[src/rtl/tank_level_controller_pkg.sv]
// Shared definitions for the tank level controller.
//   tank_state_t : FSM state encoding, also driven onto state_dbg so that
//                  checkers and the consumer side can decode it directly.
package tank_level_controller_pkg;

    typedef enum logic [2:0] {
        IDLE      = 3'd0,
        FILLING   = 3'd1,
        FULL      = 3'd2,
        SUPPLYING = 3'd3,
        FAULT     = 3'd4
    } tank_state_t;

endpackage

[src/rtl/tank_level_controller_level_debouncer.sv]
// level_debouncer: synchronises one raw float-switch input and filters bounce.
//   clock    : system clock, rising edge
//   reset    : asynchronous, active-low
//   raw      : asynchronous, possibly bouncing switch input
//   filtered : debounced level; follows the synchronised input only after it
//              has differed from the current filtered value for
//              DEBOUNCE_CYCLES consecutive cycles
// A clean raw edge reaches filtered 2 + DEBOUNCE_CYCLES rising edges later.
module level_debouncer #(
    parameter int DEBOUNCE_CYCLES = 4
) (
    input  logic clock,
    input  logic reset,
    input  logic raw,
    output logic filtered
);

    localparam int CW = (DEBOUNCE_CYCLES > 1) ? $clog2(DEBOUNCE_CYCLES) : 1;
    localparam logic [CW-1:0] CNT_LAST = CW'(DEBOUNCE_CYCLES - 1);

    logic          sync_1;
    logic          sync_2;
    logic [CW-1:0] stable_cnt;

    always_ff @(posedge clock or negedge reset) begin
        if (!reset) begin
            sync_1     <= 1'b0;
            sync_2     <= 1'b0;
            filtered   <= 1'b0;
            stable_cnt <= '0;
        end else begin
            sync_1 <= raw;
            sync_2 <= sync_1;
            // stable_cnt counts mismatch cycles already seen; the mismatch
            // cycle that finds it at CNT_LAST is the DEBOUNCE_CYCLES-th one.
            if (sync_2 != filtered) begin
                if (stable_cnt == CNT_LAST) begin
                    filtered   <= sync_2;
                    stable_cnt <= '0;
                end else begin
                    stable_cnt <= stable_cnt + 1'b1;
                end
            end else begin
                stable_cnt <= '0;
            end
        end
    end

endmodule

[src/rtl/tank_level_controller.sv]
// tank_level_controller: fills the reservoir and tells irrigation_fsm when the
// tank is usable.
//   clock       : system clock, rising edge
//   reset       : asynchronous, active-low
//   level_low   : raw float switch, 1 = water above low mark
//   level_high  : raw float switch, 1 = water above high mark
//   splinker    : sprinkler valve open (from irrigation_fsm)
//   dripper     : dripper valve open (from irrigation_fsm)
//   full_tank   : tank usable (FULL or SUPPLYING)
//   inlet_valve : fill valve open (FILLING)
//   fault       : sticky fault (FAULT, cleared only by reset)
//   state_dbg   : current state encoding
// All outputs decode from the state register alone, so asserting reset
// closes the inlet immediately without waiting for a clock edge.
module tank_level_controller
    import tank_level_controller_pkg::*;
#(
    parameter int DEBOUNCE_CYCLES = 4,
    parameter int FILL_TIMEOUT    = 1000,
    parameter int CNT_W           = 10
) (
    input  logic       clock,
    input  logic       reset,
    input  logic       level_low,
    input  logic       level_high,
    input  logic       splinker,
    input  logic       dripper,
    output logic       full_tank,
    output logic       inlet_valve,
    output logic       fault,
    output logic [2:0] state_dbg
);

    localparam logic [CNT_W-1:0] CNT_LAST = CNT_W'(FILL_TIMEOUT - 1);

    tank_state_t      state_q;
    tank_state_t      state_d;
    logic [CNT_W-1:0] cnt_q;
    logic [CNT_W-1:0] cnt_d;
    logic             low_f;
    logic             high_f;
    logic             supply_on;

    level_debouncer #(.DEBOUNCE_CYCLES(DEBOUNCE_CYCLES)) u_low_deb (
        .clock    (clock),
        .reset    (reset),
        .raw      (level_low),
        .filtered (low_f)
    );

    level_debouncer #(.DEBOUNCE_CYCLES(DEBOUNCE_CYCLES)) u_high_deb (
        .clock    (clock),
        .reset    (reset),
        .raw      (level_high),
        .filtered (high_f)
    );

    always_ff @(posedge clock or negedge reset) begin
        if (!reset) begin
            state_q <= IDLE;
            cnt_q   <= '0;
        end else begin
            state_q <= state_d;
            cnt_q   <= cnt_d;
        end
    end

    always_comb begin
        state_d   = state_q;
        supply_on = splinker | dripper;
        // Water above the high mark but not the low mark cannot happen with
        // working switches; it overrides every other decision.
        if (high_f && !low_f) begin
            state_d = FAULT;
        end else begin
            case (state_q)
                IDLE:      state_d = high_f ? FULL : FILLING;
                FILLING: begin
                    // Reaching the high mark wins over a timeout in the same cycle.
                    if (high_f)                 state_d = FULL;
                    else if (cnt_q == CNT_LAST) state_d = FAULT;
                end
                FULL: begin
                    if (!low_f)         state_d = FILLING;
                    else if (supply_on) state_d = SUPPLYING;
                end
                SUPPLYING: begin
                    // Refill only at the low mark, even with valves still open.
                    if (!low_f)          state_d = FILLING;
                    else if (!supply_on) state_d = FULL;
                end
                FAULT:     state_d = FAULT;
                default:   state_d = IDLE;
            endcase
        end
    end

    // Counter runs only while staying in FILLING, so every entry starts at 0.
    always_comb begin
        cnt_d = '0;
        if (state_q == FILLING && state_d == FILLING) begin
            cnt_d = cnt_q + 1'b1;
        end
    end

    always_comb begin
        full_tank   = 1'b0;
        inlet_valve = 1'b0;
        fault       = 1'b0;
        case (state_q)
            FILLING:   inlet_valve = 1'b1;
            FULL:      full_tank   = 1'b1;
            SUPPLYING: full_tank   = 1'b1;
            FAULT:     fault       = 1'b1;
            default:   ;
        endcase
    end

    assign state_dbg = state_q;

endmodule

[config.mk]
export PLATFORM = sky130hd
export DESIGN_NAME = tank_level_controller
export DESIGN_NICKNAME = d
export VERILOG_FILES = /design/src/rtl/tank_level_controller_pkg.sv /design/src/rtl/tank_level_controller_level_debouncer.sv /design/src/rtl/tank_level_controller.sv
export SDC_FILE = /design/constraint.sdc
export NUM_CORES = 1
export LEC_CHECK = 0
export CAP_MARGIN = 20
export CELL_PAD_IN_SITES_DETAIL_PLACEMENT = 0
export CELL_PAD_IN_SITES_GLOBAL_PLACEMENT = 2
export CORE_AREA = 5 5 59 61
export DETAILED_ROUTE_END_ITERATION = 8
export DIE_AREA = 0 0 64 66
export GPL_TIMING_DRIVEN = 1
export PLACE_DENSITY_LB_ADDON = 0.1
export SYNTH_ARGS = -nofsm -noshare
export SYNTH_HDL_FRONTEND = slang
export SYNTH_SLANG_ARGS = --single-unit
[constraint.sdc]
create_clock -name clock -period 1.9 [get_ports clock]
set_input_delay 0.285 -clock clock [delete_from_list [all_inputs] [get_ports clock]]
set_output_delay 0.285 -clock clock [all_outputs]
set_load 0.01 [all_outputs]
==> impl_summary.txt <==
----------------------------------------------------
[Routing]
  Initial DRC count ... 43
  Post-Route WL ... roughly 1.8 mm
  Final antenna-violating net count ... 0
  WL per Instance ... 13.2 um
  Number of search-and-repair iterations in the first detailed-routing pass ... 4
  Total number of vias ... 668
  Post-route DRC violation count ... 0
  Via density per instance ... 4.84

[Final layout]
  Antenna Diode Count ... 0
  Number of cells in the finished layout apart from fillers ... about 140
  Most common library cell in the layout ignoring fill and taps ... dfrtp_1
  Proportion of layout cells with a drive suffix above 1 ... 15.2%
  Area growth syn-to-layout ... 20.0%
  Fin util ... 42.1%
  NumNets Final ... 115
  Final design area excluding fillers ... 1230 um2
  Commonest non-fill, non-tap cells in the layout ... dfrtp_1 (22), nor2_1 (12), clkdlybuf4s50_1 (10)

[Power]
  Max VDD drop ... approximately 740 uV
  Static leakage ... 0.535 nW
  Cell Pwr Density ... roughly 1100 nW/um2
  Sequential group share of total power ... between 40% and 50%
  Switch share ... 31.5%
  Internal Pwr Total ... 0.000934 W
  Portion of total power attributed to combinational logic ... 34.2%
  Power spent charging and discharging nets ... 0.000430 W
  Clock share of power ... 16.7%

[Synthesis]
  Sequential share of the synthesized area ... 56.0%
  Post-synthesis sequential element count ... 23
  Syn avg cell area ... 11.7 um2
  Number of warnings printed during yosys synthesis ... 0
  Post-synthesis instance total ... 88
  Area of the mapped netlist ... 1030 um2
  Count of cell types in the netlist ... 27
  Syn_nets ... 97

[Critical path]
  Worst setup EP type ... primary output
  Worst setup path class ... flip-flop to primary output
  Count of cells along the worst register-to-register path ... 5
  Crit Reg-Reg Startpoint ... cnt_q[0]
  Worst path required time ... 1.62 ns
  Data arrival at the endpoint of the critical path ... 1.49 ns
  Worst reg-to-reg setup slack ... 0.45 ns
  Category of the worst setup path launch point ... flip-flop
  RR Endpoint ... state_dbg[0]
  Crit-path max FO ... 5

[STA]
  Tightest Pin Transition ... 0.303 ns
  Final clock skew ... 0.00166 ns
  Max-slew violations ... 0
  Max Fclk ... 565 MHz
  Clock period minus final worst setup slack ... about 1.8 ns
  Setup repair after global routing missed its margin ... false
  Number of setup violations in the final report ... 0
  Tcrit/Tclk final ... 93.2%
  Setup slack of the critical path after layout ... approximately 0.13 ns
  Setup TNS Final ... 0 ns
  Hold Violations, Final ... 0
  Normalized max-slew margin ... about four fifths

[CTS]
  Htree depth ... 1
  Clock input transition at the sequential cells of the worst setup and hold paths ... 0.13 ns
  Root Driver ... clkbuf_4
  Number of sinks handled by clock tree synthesis ... 23
  CTS tree ... yes
  Maximum number of buffers from clock root to sink ... 2
  CTS Hold Bufs ... 0
  Clock latency of the later-clocked register in the worst-skew pair ... 0.31 ns
  Number of buffers created by CTS ... 3

[Place]
  Post-Place Cells ... 132
  Area after DPL ... 1180 um2
  Gpl congestion ... 0.754
  Post-Place Setup Slack ... about 0.32 ns
  Half-perimeter wire length after detailed placement ... 1.31 mm
  Port-buffer cells ... 11

[Die]
  Height of the die ... 66 um
  Starting density of the core ... 35.1%
  Total core area ... 2930 um2
  Horizontal die dimension ... 64 um
  Die outline area ... 4220 um2
  Total I/O pin count ... 12
  Std cell rows ... 20

[Global routing]
  Number of antenna violations at the first check in global routing ... 0
  First-pass GRT wire length ... 3.29 mm
  Maximum number of pins on one net before global-route repair ... 24
  Via count of the first global-routing pass ... 684
  Remaining Overflow, GRT ... 0
  Aggregate global-route resource usage ... 10.3%

[Status]
  Run status ... complete, no violations

[Run]
  Maximum capacitance violations ... 0

[Min path]
  Class of the tightest hold or removal check ... input pin to async pin

----------------------------------------------------
[routing by layer]
layer	global-route usage, %	wire, um	up-vias
met5	0	0	-
met4	5.45	19	0
met3	3.23	87	2
met2	15.7	826	11
met1	13.1	890	317
li1	-	-	338
[power groups by stage]
stage | combinational (W) | clock [W] | sequential [W]
after floorplan | 0.000238 | 0 | 0.000680
after global placement | 0.000428 | 0 | 0.000683
after detailed placement | 0.000430 | 0 | 0.000687
after CTS | 0.000437 | 0.000243 | 0.000681
after global routing | 0.000523 | 0.000267 | 0.000692
final | 0.000466 | 0.000228 | 0.000670
[registers in the layout (all words and copies together) (netlist names)]
| register | count |
|---|---|
| u_high_deb.filtered | 1 |
| u_low_deb.sync_1 | 1 |
| u_low_deb.filtered | 1 |
| cnt_q | 10 |
| u_high_deb.sync_1 | 1 |
| u_low_deb.sync_2 | 1 |
| state_dbg | 3 |
| u_high_deb.stable_cnt | 2 |
| u_low_deb.stable_cnt | 2 |
| u_high_deb.sync_2 | 1 |
[area by class of cell]
cell class | instances | area, um2
clock buffers | 3 | 22.5
clock inverters | 1 | 5.00
fillers | 294 | 1690
flip-flops and latches | 23 | 577
multi-input cells | 62 | 445
repair buffers | 14 | 135
well taps | 33 | 41.3
inverters | 2 | 7.51
[how the worst max path moves through the flow]
stage                       startpoint      endpoint  slack [ns]  cells past startpoint
final                     state_dbg[2]     full_tank        0.13                      3
after global routing      state_dbg[2]   inlet_valve        0.04                      3
after CTS                 state_dbg[1]         fault        0.02                      2
after detailed placement  state_dbg[1]         fault        0.32                      2
after global placement    state_dbg[1]         fault        0.34                      2
after floorplan               cnt_q[0]  state_dbg[0]        0.64                      5
[cells by family after synthesis]
family	count (synthesis)	share of synthesized area [%]
AO/OA/AOI/OAI	10	7.54
XOR/XNOR	7	5.96
adder cells (fa/ha/maj)	3	3.65
buffers and inverters	3	1.22
flip-flops	23	56.0
multiplexers	2	2.19
AND/OR/NAND/NOR	40	23.5
[critical path, cell delays in order (launching register included)]
cell	delay, ns
dfrtp_1	0.39
buf_4	0.15
nor2b_1	0.10
clkdlybuf4s50_1	0.54
[synth_stat cells]
cell / count / area share [%]
buf_2: 1 / 0.49
o32ai_1: 1 / 0.85
nand4_4: 2 / 4.1
a41oi_1: 1 / 0.85
nand2b_1: 2 / 1.2
and4bb_1: 1 / 1.2
nor2_1: 12 / 4.4
and2_4: 1 / 0.85
o21ai_1: 1 / 0.49
nor2b_1: 4 / 2.4
a21oi_1: 3 / 1.5
nor3_1: 3 / 1.5
o31ai_1: 2 / 1.5
dfrtp_1: 23 / 56
nand2_1: 4 / 1.5
mux2_2: 2 / 2.2
nand2_2: 1 / 0.61
inv_1: 2 / 0.73
nand3_1: 5 / 2.4
or3_1: 2 / 1.2
nand4_1: 1 / 0.61
xor2_1: 2 / 1.7
a31oi_1: 1 / 0.61
nor3b_1: 2 / 1.5
xnor2_1: 5 / 4.3
ha_1: 3 / 3.7
o21bai_4: 1 / 1.8
[timing repair]
| item | in CTS | in global routing |
|---|---|---|
| pin swaps | 0 | 0 |
| gates resized for setup | 1 | 2 |
| endpoints found under the setup margin | 1 | 2 |
| buffers inserted | 0 | 2 |
[per-stage QoR]
step	power [W]	hold slack, ns
floorplan	0.000918	-0.0106
CTS	0.00136	0.308
global route	0.00148	0.321
detailed placement	0.00112	0.336
global placement	0.00111	0.332
finish	0.00136	0.308
Power figures use the tool's default switching activity.
